==> config.mk <==
export PLATFORM = sky130hd
export DESIGN_NAME = instruction_loader
export DESIGN_NICKNAME = d
export VERILOG_FILES = /design/src/rtl/instruction_loader.sv
export SDC_FILE = /design/constraint.sdc
export NUM_CORES = 1
export LEC_CHECK = 0
export CAP_MARGIN = 20
export CORE_UTILIZATION = 40
export CTS_CLUSTER_DIAMETER = 60
export DETAILED_ROUTE_END_ITERATION = 8
export GPL_TIMING_DRIVEN = 1
export PLACE_DENSITY = 0.7
export SLEW_MARGIN = 20
export SYNTH_ARGS = -nofsm -noshare
export SYNTH_HDL_FRONTEND = slang
export SYNTH_SLANG_ARGS = --single-unit
export TNS_END_PERCENT = 50
==> constraint.sdc <==
create_clock -name clk -period 4.6 [get_ports clk]
set_clock_uncertainty 0.1 [all_clocks]
set_input_delay 1.15 -clock clk [delete_from_list [all_inputs] [get_ports clk]]
set_output_delay 1.15 -clock clk [all_outputs]
set_load 0.01 [all_outputs]
==> src/rtl/instruction_loader.sv <==
// rtl/instruction_loader.sv - byte stream to 16-bit instruction memory writer
module instruction_loader #(
    parameter int ADDR_W = 4,
    parameter int DATA_W = 16,
    parameter int DEPTH  = 16
) (
    input  logic              clk,
    input  logic              rst,
    input  logic              start,
    input  logic [ADDR_W:0]   load_len,
    input  logic              abort,
    input  logic              byte_valid,
    input  logic [7:0]        byte_data,
    output logic              byte_ready,
    output logic              mem_we,
    output logic [ADDR_W-1:0] mem_addr,
    output logic [DATA_W-1:0] mem_wdata,
    output logic              cpu_hold,
    output logic              busy,
    output logic              done,
    output logic [ADDR_W:0]   word_count
);

    typedef enum logic [2:0] {
        IDLE = 3'd0,
        HI   = 3'd1,
        LO   = 3'd2,
        WR   = 3'd3,
        DONE = 3'd4
    } state_t;

    localparam logic [ADDR_W:0] DEPTH_L = (ADDR_W + 1)'(DEPTH);
    localparam logic [ADDR_W:0] ONE_L   = (ADDR_W + 1)'(1);

    state_t            state;
    logic [ADDR_W-1:0] addr;
    logic [ADDR_W:0]   len;
    logic [7:0]        hi_byte;
    logic [ADDR_W:0]   len_clamped;

    // Requested length saturates at the memory depth so addr never wraps
    always_comb begin
        len_clamped = load_len;
        if (load_len > DEPTH_L) begin
            len_clamped = DEPTH_L;
        end
    end

    // Load sequencer; every output is a register updated alongside the state
    always_ff @(posedge clk or posedge rst) begin
        if (rst) begin
            state      <= IDLE;
            addr       <= '0;
            len        <= '0;
            hi_byte    <= '0;
            byte_ready <= 1'b0;
            mem_we     <= 1'b0;
            mem_addr   <= '0;
            mem_wdata  <= '0;
            cpu_hold   <= 1'b0;
            busy       <= 1'b0;
            done       <= 1'b0;
            word_count <= '0;
        end else begin
            mem_we <= 1'b0;
            case (state)
                IDLE, DONE: begin
                    if (start) begin
                        len        <= len_clamped;
                        addr       <= '0;
                        word_count <= '0;
                        if (len_clamped == '0) begin
                            state <= DONE;
                            done  <= 1'b1;
                        end else begin
                            state      <= HI;
                            done       <= 1'b0;
                            byte_ready <= 1'b1;
                            busy       <= 1'b1;
                            cpu_hold   <= 1'b1;
                        end
                    end
                end
                HI: begin
                    if (abort) begin
                        state      <= IDLE;
                        byte_ready <= 1'b0;
                        busy       <= 1'b0;
                        cpu_hold   <= 1'b0;
                    end else if (byte_valid && byte_ready) begin
                        hi_byte <= byte_data;
                        state   <= LO;
                    end
                end
                LO: begin
                    if (abort) begin
                        state      <= IDLE;
                        byte_ready <= 1'b0;
                        busy       <= 1'b0;
                        cpu_hold   <= 1'b0;
                    end else if (byte_valid && byte_ready) begin
                        mem_addr   <= addr;
                        mem_wdata  <= DATA_W'({hi_byte, byte_data});
                        mem_we     <= 1'b1;
                        byte_ready <= 1'b0;
                        state      <= WR;
                    end
                end
                WR: begin
                    // The write strobe is already out this cycle, so it always counts
                    word_count <= word_count + ONE_L;
                    if (abort) begin
                        state    <= IDLE;
                        busy     <= 1'b0;
                        cpu_hold <= 1'b0;
                    end else if (word_count + ONE_L == len) begin
                        state    <= DONE;
                        done     <= 1'b1;
                        busy     <= 1'b0;
                        cpu_hold <= 1'b0;
                    end else begin
                        addr       <= addr + 1'b1;
                        byte_ready <= 1'b1;
                        state      <= HI;
                    end
                end
                default: begin
                    state      <= IDLE;
                    byte_ready <= 1'b0;
                    busy       <= 1'b0;
                    cpu_hold   <= 1'b0;
                    done       <= 1'b0;
                end
            endcase
        end
    end

endmodule

==> results.py <==
metrics = {
    "routing": {
        "wl_per_cell_um": 13.8,
        "ant_nets": 0,
        "routed_wl_um": 4360,
        "drt_iter0_drc": 53,
        "drc_errors": 0,
        "vias": 1611,
        "firstDrtPassIters": 4,
        "via_per_inst": 5.11,
    },
    "logic_synthesis": {
        "ys_seq_area_share_pct": 53.7,
        "netlist_area_um2": 2280,
        "syn_avg_cell_area_um2": 11.8,
        "async_flop_share_pct": 100,
        "synthesis.instances": 193,
        "yosys_warnings": 0,
        "syn_nets": 213,
        "synth-edff-count": 0,
        "ys.flop_type": "dfrtp_1",
        "netlist-cell-type-count": 44,
        "ys_ff_latch": 49,
    },
    "global_routing": {
        "antenna_found_initial": 0,
        "grt_pass1_wl_um": 7650,
        "gr-total-overflow": 0,
        "grt_usage_pct": 16.1,
        "grt_max_degree": 50,
        "grt_pass1_vias": 1610,
    },
    "timing": {
        "relSlewSlack_pct": 45.0,
        "worstMarginPinSlew_ns": 0.824,
        "max_freq_mhz": 336,
        "finalSetupTns_ns": 0,
        "finalHoldViolCount": 0,
        "rsz0062_at_grt": "false",
        "slew_viol_final": 0,
        "finalCritPeriodShare_pct": 64.8,
        "report.final.setup_viol": 0,
        "timing.final.crit_period_ns": 2.98,
    },
    "power_and_ir_drop": {
        "powerDensity_nw_per_um2": 481,
        "totalPowerFinal_uw": 1390,
        "vdd_drop_max_v": 0.000275,
        "p_leak_uw": 0.00129,
    },
    "finish": {
        "regArea_um2": 1230,
        "layout-drive-gt1-share_pct": 18.5,
        "utilization_pct": 52.6,
        "fillers": 504,
        "syn2layout_area_growth_pct": 26.7,
        "final_cell_mix": "49 x dfrtp_1, 47 x clkdlybuf4s50_1, 27 x mux2_2",
        "final_nets": 262,
        "insertedDiodeCount": 0,
        "final_common_cell": "dfrtp_1",
        "multi_input_area_um2": 988,
    },
    "min_path": {
        "min_path_cells": 1,
        "min_path_type": "reg -> reg",
        "holdCritStartpoint": "mem_addr[3]",
        "min_to": "mem_addr[3]",
    },
    "critical_path": {
        "cp-start-kind": "input pin",
        "crit_type": "in -> reg",
        "critPathMaxFanout": 21,
        "cp-end-kind": "flop",
        "worstReg2RegEnd": "mem_wdata[3]",
        "crit_family": "buffers and inverters",
        "crit_chain": "clkdlybuf4s50_1 > or2_0 > nor3_4 > buf_4 > mux2_2",
        "reg2reg_depth": 4,
        "slowest_stage": "clkdlybuf4s50_1",
        "critical_path_arrival_ns": 3.06,
        "slowest_delay_ns": 0.51,
        "rrSetupSlack_ns": 2.55,
        "required_ns": 4.68,
        "worstReg2RegStart": "state[2]",
        "cp_num_buf_inv": 2,
    },
    "clock_network": {
        "cts_root_buffer": "clkbuf_8",
        "h-tree-depth": 2,
        "post_cts_buffers": 0,
        "clk_pin_slew_ns": 0.08,
        "clkSinkCount": 49,
        "clk_latency_ns": 0.30,
        "cts_tree": "yes",
        "cts_resized": 0,
        "clk_path_buf_depth": 2,
        "cts_hold_buf": 0,
        "cts_buffers": 5,
    },
    "job": {
        "cap_violations": 0,
    },
    "floorplan": {
        "ios": 48,
        "core_area_um2": 5510,
        "die_h_um": 77.6,
        "die_area_um2": 6010,
        "start_util_pct": 41.5,
        "die_w_um": 77.6,
        "fp-row-count": 27,
    },
    "placement": {
        "port_buffers": 47,
        "dp_hpwl_um": 3030,
        "place_congestion": 0.779,
    },
    "outcome": {
        "status": "complete, no violations",
    },
}
[kinds of logic (layout without fill, tap and decap cells)]
logic type | count (synthesis) | in the layout | synth area share [%]
flops | 49 | 49 | 53.7
buf+inv | 11 | 61 | 3.01
mux | 33 | 33 | 16.1
xor+xnor | 8 | 8 | 3.40
compound gates | 31 | 31 | 8.17
simple gates | 58 | 58 | 14.1
fa+ha+maj | 3 | 3 | 1.53
[synth_stat cells (3+ instances only)]
library cell	number	share of area (%)
dfrtp_1	49	54
mux2_2	27	13
nand2_1	22	3.6
o21ai_0	12	2.6
a21oi_1	8	1.8
nor2_1	8	1.3
nand3_1	7	1.5
inv_1	5	0.82
mux2i_1	4	1.8
nand2b_1	4	1.1
xor2_1	4	1.5
buf_6	3	1.5
nor3_1	3	0.66
xnor2_1	3	1.2
[power by group]
part           internal [uW]  switching (uW)  total [uW]
clock network            108             149         257
registers                556            99.9         655
logic                    274             204         479
[worst reg2reg max path: cells and delay by family, from the launching register on]
kind / cells / cell delay [ns]
muxes: 1 / 0.38
buffers and inverters: 1 / 0.31
and+or+nand+nor: 2 / 0.68
DFF: 1 / 0.47
[worst max path at each step]
stage	depth (start not counted)	slack, ns	startpoint	endpoint
3_3_place_gp	5	1.40	abort	mem_wdata[12]
4_1_cts	5	1.64	abort	mem_wdata[3]
3_5_place_dp	5	1.34	abort	mem_wdata[9]
6_report	5	1.62	abort	mem_wdata[3]
5_1_grt	5	1.55	abort	mem_wdata[15]
2_1_floorplan	5	2.15	abort	mem_wdata[3]
[routing by layer]
layer,up-vias,global-route usage [%],routed length (um)
li1,778,-,-
met1,793,22.3,2130
met2,35,25.0,1990
met3,5,3.76,183
met4,0,5.09,55
met5,-,0,0
[registers in the layout, indices dropped and copies added (netlist names)]
register	flops
state	3
addr	4
mem_we	1
mem_wdata	16
len	5
done	1
busy	1
mem_addr	4
hi_byte	8
byte_ready	1
word_count	5
[layout make-up]
type	instances	share of cell area [%]
clock buffer	5	2.38
multi-input combinational	133	34.2
tap	72	3.11
sequential	49	42.4
timing repair buffer	48	16.5
inverter	5	0.692
clock inverter	3	0.778
[metrics by stage]
stage	hold WS [ns]	std cells	area, um2	setup WS, ns
after floorplan	0.341	193	2280	2.15
after global placement	0.368	307	2800	1.40
after detailed placement	0.378	307	2800	1.34
after CTS	0.408	315	2890	1.64
after global routing	0.423	315	2890	1.55
final	0.404	315	2890	1.62
Note: power is estimated with default switching activity, not from simulation.
